## config.mk

```make
export PLATFORM = sky130hd
export DESIGN_NAME = sregfile_mp
export DESIGN_NICKNAME = d
export VERILOG_FILES = /design/src/rtl/sregfile_mp.sv
export SDC_FILE = /design/constraint.sdc
export NUM_CORES = 2
export LEC_CHECK = 0
export CAP_MARGIN = 15
export CORE_MARGIN = 5
export CORE_UTILIZATION = 55
export DETAILED_ROUTE_END_ITERATION = 8
export PLACE_DENSITY = 0.72
export SETUP_SLACK_MARGIN = 0.4
export SLEW_MARGIN = 30
export SYNTH_ARGS = -nofsm -noshare
export SYNTH_HDL_FRONTEND = slang
export SYNTH_SLANG_ARGS = --single-unit
```

## constraint.sdc

```tcl
create_clock -name clk -period 8.7 [get_ports clk]
set_input_delay 0.87 -clock clk [delete_from_list [all_inputs] [get_ports clk]]
set_output_delay 0.87 -clock clk [all_outputs]
set_load 0.005 [all_outputs]
```

## src/rtl/sregfile_mp.sv

```systemverilog
`default_nettype none
// +----------------------------------------------------------------------------+
// | Module   : sregfile_mp                                                     |
// | Purpose  : Multi-port scalar register file with per-register busy          |
// |            scoreboard. Optional write-to-read forwarding under the macro   |
// |            SREGFILE_MP_BYPASS_EN.                                          |
// | Revision : 1.0 - initial release                                           |
// +----------------------------------------------------------------------------+
module sregfile_mp #(
  parameter int DATA_WIDTH   = 32,
  parameter int REG_COUNT    = 32,
  parameter int NUM_RD_PORTS = 2,
  parameter int NUM_WR_PORTS = 2
) (
  input  logic                                  clk,
  input  logic                                  rst,
  input  logic [NUM_RD_PORTS*$clog2(REG_COUNT)-1:0] rd_addr_i,
  output logic [NUM_RD_PORTS*DATA_WIDTH-1:0]    rd_data_o,
  output logic [NUM_RD_PORTS-1:0]               rd_busy_o,
  input  logic [NUM_WR_PORTS-1:0]               wr_en_i,
  input  logic [NUM_WR_PORTS*$clog2(REG_COUNT)-1:0] wr_addr_i,
  input  logic [NUM_WR_PORTS*DATA_WIDTH-1:0]    wr_data_i,
  input  logic                                  rsv_en_i,
  input  logic [$clog2(REG_COUNT)-1:0]          rsv_addr_i,
  output logic [REG_COUNT-1:0]                  busy_o
);

  localparam int ADDR_W = $clog2(REG_COUNT);

  logic [DATA_WIDTH-1:0] r_regs [REG_COUNT];
  logic [REG_COUNT-1:0]  r_busy;
  logic [REG_COUNT-1:0]  w_busy_next;

  logic [ADDR_W-1:0]     w_wr_addr [NUM_WR_PORTS];
  logic [DATA_WIDTH-1:0] w_wr_data [NUM_WR_PORTS];
  logic                  w_wr_vld  [NUM_WR_PORTS];

  generate
    for (genvar w = 0; w < NUM_WR_PORTS; w++) begin : g_wr
      assign w_wr_addr[w] = wr_addr_i[w*ADDR_W +: ADDR_W];
      assign w_wr_data[w] = wr_data_i[w*DATA_WIDTH +: DATA_WIDTH];
      assign w_wr_vld[w]  = wr_en_i[w] && (w_wr_addr[w] != '0);
    end
  endgenerate

  // Writes clear first, then the reservation sets, so a same-cycle new producer wins.
  always_comb begin
    w_busy_next = r_busy;
    for (int w = 0; w < NUM_WR_PORTS; w++) begin
      if (w_wr_vld[w]) w_busy_next[w_wr_addr[w]] = 1'b0;
    end
    if (rsv_en_i && (rsv_addr_i != '0)) w_busy_next[rsv_addr_i] = 1'b1;
  end

  // Later loop iterations override earlier ones, giving highest-port priority.
  always_ff @(posedge clk) begin
    if (rst) begin
      for (int r = 0; r < REG_COUNT; r++) r_regs[r] <= '0;
      r_busy <= '0;
    end else begin
      for (int w = 0; w < NUM_WR_PORTS; w++) begin
        if (w_wr_vld[w]) r_regs[w_wr_addr[w]] <= w_wr_data[w];
      end
      r_busy <= w_busy_next;
    end
  end

  assign busy_o = r_busy;

  generate
    for (genvar p = 0; p < NUM_RD_PORTS; p++) begin : g_rd
      logic [ADDR_W-1:0]     w_addr;
      logic [DATA_WIDTH-1:0] w_data;
      logic                  w_busy;

      assign w_addr = rd_addr_i[p*ADDR_W +: ADDR_W];

      always_comb begin
        w_data = (w_addr == '0) ? '0 : r_regs[w_addr];
        w_busy = r_busy[w_addr];
`ifdef SREGFILE_MP_BYPASS_EN
        for (int w = 0; w < NUM_WR_PORTS; w++) begin
          if (w_wr_vld[w] && (w_wr_addr[w] == w_addr)) begin
            w_data = w_wr_data[w];
            w_busy = rsv_en_i && (rsv_addr_i == w_addr);
          end
        end
`endif
      end

      assign rd_data_o[p*DATA_WIDTH +: DATA_WIDTH] = w_data;
      assign rd_busy_o[p]                          = w_busy;
    end
  endgenerate

endmodule
`default_nettype wire

```

# After elaboration in Yosys (flattened, before gate mapping)
# Memories as Yosys holds them, arrays and structs flattened.
# Index checks and enable logic that the tools add are counted.
# word_totals
inputBits	94
memories	1
ramBits	1024
word_cells	57
output_inout_bits	98
ff_bits	32
# mem_list
memory	words	width	read_ports	rd_ports_with_merged_regs	wr	line	rtl
r_regs	32	32	2	0	32	30	logic [DATA_WIDTH-1:0] r_regs [REG_COUNT];
# op_classes
reduce_logical	13
order_cmp	8
mux	29
n_bitwise	5
# op_table
op	count
32-bit 2-to-1 mux	7
32-bit AND	2
32-bit inverter	2
32-bit OR reduction	2
32-bit OR	1
5-bit by 6-bit less-than comparator with 1-bit output (second input constant)	5
1-bit demux with 5-bit select	3
5-bit by 1-bit greater-or-equal comparator with 1-bit output (second input constant)	3
1-bit 2-to-1 mux	15
5-bit nonzero test	3
1-bit binary-select mux with 5-bit select	2
5-bit logical NOT	2
5-bit 2-to-1 mux	2
1-bit logical AND	6

# Logic depth before layout (Yosys ltp)
# depth
depth_word	11
mapped_depth	8

# Worst setup path before layout
# Ideal clock, no wire load.
# synth_timing
path_type	input-to-reg
startpoint	input port wr_addr_i[2]
endpoint	memory r_regs[2][0], enable pin
slack_ps	4359
path_stages	4
arrival_time_ps	3874
setup_ps	468
cell_sequence	buf_2 > or3_1 > clkbuf_2 > o21ai_0
# synth_lines
element	line	rtl
start, declared	21	input logic [NUM_WR_PORTS*$clog2(REG_COUNT)-1:0] wr_addr_i,
end, declared	30	

# Final worst setup path
# layout_timing
startpoint	input port rd_addr_i[4]
endpoint	output port rd_data_o[14]
# layout_between
elab_chain_len	2
# layout_lines
element	line	rtl
start, declared	17	input logic [NUM_RD_PORTS*$clog2(REG_COUNT)-1:0] rd_addr_i,
memory read 32 x 32 bit / 5-bit logical NOT (equally long branches)	--	
32-bit 2-to-1 mux *	79	w_data = (w_addr == '0) ? '0 : r_regs[w_addr];
end, declared	18	output logic [NUM_RD_PORTS*DATA_WIDTH-1:0] rd_data_o,
# Every way passes the cells marked *; elsewhere a longest branch is shown, timed or not.

==> metrics.txt <==
Min-Delay Path Class=reg -> reg; DR WL/cell=44.46 um; row cnt=121; Sink Count=1056; Post-DRT Antenna Nets=0; Synth area leaders=edfxtp_1 (51%), mux4_2 (18%), a22o_1 (14%); static leakage=22.15 nW; CTS max path bufs=3; hold path depth=2; GR Overflow Total=0; Hold Vio Cnt, Final=0; Critical Path RT=7.83 ns; initial antenna violation count=13; Multi-input gate area=26650 sq um; CTS tree=yes; f_max=0.1780 GHz; Crit Reg-Reg Startpoint=busy_o[29]; non-filler instance count after layout=5533; Detailed Place HPWL=137100 um; post-CTS sizing=0; Hold EP=busy_o[7]; Setup CP Type=in -> out; DRT iter0 DRCs=9130; number of global-route vias before repair=45850; H-tree depth=3; Max rail drop VDD=0.0001862 V; area grow syn2layout=11.27%; sequential area share after synthesis=52.24%; HP Start=busy_o[7]; pins over their slew limit=0; top cells by count, synth=edfxtp_1 (1024), a22o_1 (992), mux4_2 (468), clkbuf_1 (441), buf_2 (158); Util after Layout=61.51%; DRC viols=0; vias per inst=8.579; first-pass GRT wire length=342200 um; gr usage total=41.37%; Max-slew headroom=25.85%; Crit Path Max Fanout=35; fin crit period=5.617 ns; Clock Skews=0 ns; placer congestion estimate=0.9284; post-synthesis average cell area=14.65 sq um; status=completed; Post-synth EDFFs=1024; Final setup viols=0; buffer count from post-CTS setup fixing=0; I/O Pins=192; Register Area=31390 sq um; chip height=340.5 um; synth warn=0; DP Cell Count=5301; initial cell density of the core=55.28%; fin crit share=64.56%; Place WS=3.310 ns; Skew-Pair Late Insertion Delay=0.73 ns; Worst setup SP type=input port; core area=108700 sq um; Worst-Margin Slew=1.112 ns; drt pass-1 iters=9; CTS Hold Bufs=0; Reg clk slew, reported paths=0.06 ns; post-synth top area share=51.17%; Fillers=7974; fin worst setup slack=3.083 ns; count leader, synth=edfxtp_1; Async SR Flop Fraction=0%; max-cap violations=0; RSZ-0062 raised after global routing=no; setup TNS=0 ns; fraction of layout cells with a size suffix above 1=25.35%; Worst Reg-to-Reg Cells=2; Critical Path Sink Type=output pin; worst hold slack=0.4975 ns; # port buffers=191; worst r2r dst=busy_o[29]; Reg2Reg Setup Slack=7.97 ns; Die X=340.5 um; critical path arrival=4.75 ns; Mapped Area=60090 sq um; Post-Syn Instances=4102; Netlist cell types=50; drt total wl=246000 um; Num CTS Buffers=113; power per cell area=189.2 nW/um^2; nets@finish=4098; #FFs+latches synth=1056; die area=116000 sq um; area leader, netlist=edfxtp_1; clock root buffer=clkbuf_16; leading register cell type out of synthesis=edfxtp_1; largest net degree at the start of global routing=96; Vias=47470
[cells in the final DEF, fill, tap and decap left out, types with 29 or more instances in the layout]
| cell | count |
|---|---|
| edfxtp_1 | 1024 |
| a22o_1 | 992 |
| mux4_2 | 468 |
| buf_4 | 170 |
| clkdlybuf4s50_1 | 144 |
| mux2i_1 | 128 |
| o21ai_0 | 119 |
| clkbuf_16 | 113 |
| nor2b_1 | 66 |
| mux2_2 | 66 |
| a22oi_1 | 64 |
| a211oi_1 | 64 |
| a311oi_1 | 63 |
| nor2_1 | 50 |
| a221oi_1 | 48 |
| nand2_1 | 42 |
| buf_2 | 40 |
| inv_1 | 37 |
| dfxtp_1 | 32 |
| conb_1 | 32 |
| nor2_4 | 29 |
| clkinv_1 | 29 |
[power by group]
part	switching (mW)	leakage, nW	internal [mW]	total (mW)
combinational	1.06	10.3	0.700	1.76
clock	2.13	1.76	2.70	4.83
sequential	0.165	10.1	5.90	6.06
[flip-flops by register name, summed over array words and instances (netlist names)]
register  count
r_regs     1024
busy_o       32
[metal layers]
metal  GRT usage (%)  vias to the layer above  wire length (um)
li1                -                    17230                 -
met1           51.42                    23450             77090
met2           59.08                     5466            104600
met3           18.28                     1321             44300
met4           26.68                        6             19790
met5          0.9167                        -               197
[final cells by class]
cell class | count | share of cell area [%]
Sequential cell | 1056 | 46.95
Multi-Input combinational cell | 2422 | 39.86
Timing Repair Buffer | 372 | 4.860
Clock buffer | 140 | 4.410
Tap cell | 1414 | 2.646
Clock inverter | 69 | 0.9824
Inverter | 39 | 0.2227
Antenna cell | 21 | 0.07859
[worst max-delay path by stage]
stage,to,start,slack (ns),depth (start not counted)
2_1_floorplan,r_regs[2][0],wr_addr_i[2],4.36,4
3_3_place_gp,rd_data_o[8],rd_addr_i[0],3.01,6
3_5_place_dp,rd_data_o[48],rd_addr_i[9],3.31,7
4_1_cts,rd_data_o[48],rd_addr_i[9],3.31,7
5_1_grt,rd_data_o[60],rd_addr_i[5],3.10,8
6_report,rd_data_o[14],rd_addr_i[4],3.08,8
[critical path, cell delays in order]
cell and delay, ns:
buf_2 0.08, buf_4 0.64, or2_2 0.70, or4_2 0.23
buf_4 0.59, o21ai_0 0.33, a311oi_1 0.63, clkdlybuf4s50_1 0.64
[per-stage QoR]
stage | cell area [sq um] | total power [mW]
2_1_floorplan | 60210 | 7.117
3_3_place_gp | 63270 | 7.796
3_5_place_dp | 63150 | 7.832
4_1_cts | 66750 | 12.53
5_1_grt | 66820 | 12.88
6_report | 66870 | 12.65
[logic make-up (layout without fill, tap and decap cells)]
| kind of cell | Yosys count | count (layout) | share of synthesized area, % |
|---|---|---|---|
| AOI/OAI and AO/OA | 1399 | 1399 | 19.27 |
| DFF | 1056 | 1056 | 52.24 |
| muxes | 662 | 662 | 20.91 |
| buffers and inverters | 655 | 620 | 4.491 |
| and+or+nand+nor | 329 | 329 | 3.084 |
| other | 1 | 53 | 0.006240 |
No activity file was read; power rests on OpenSTA's default activity.
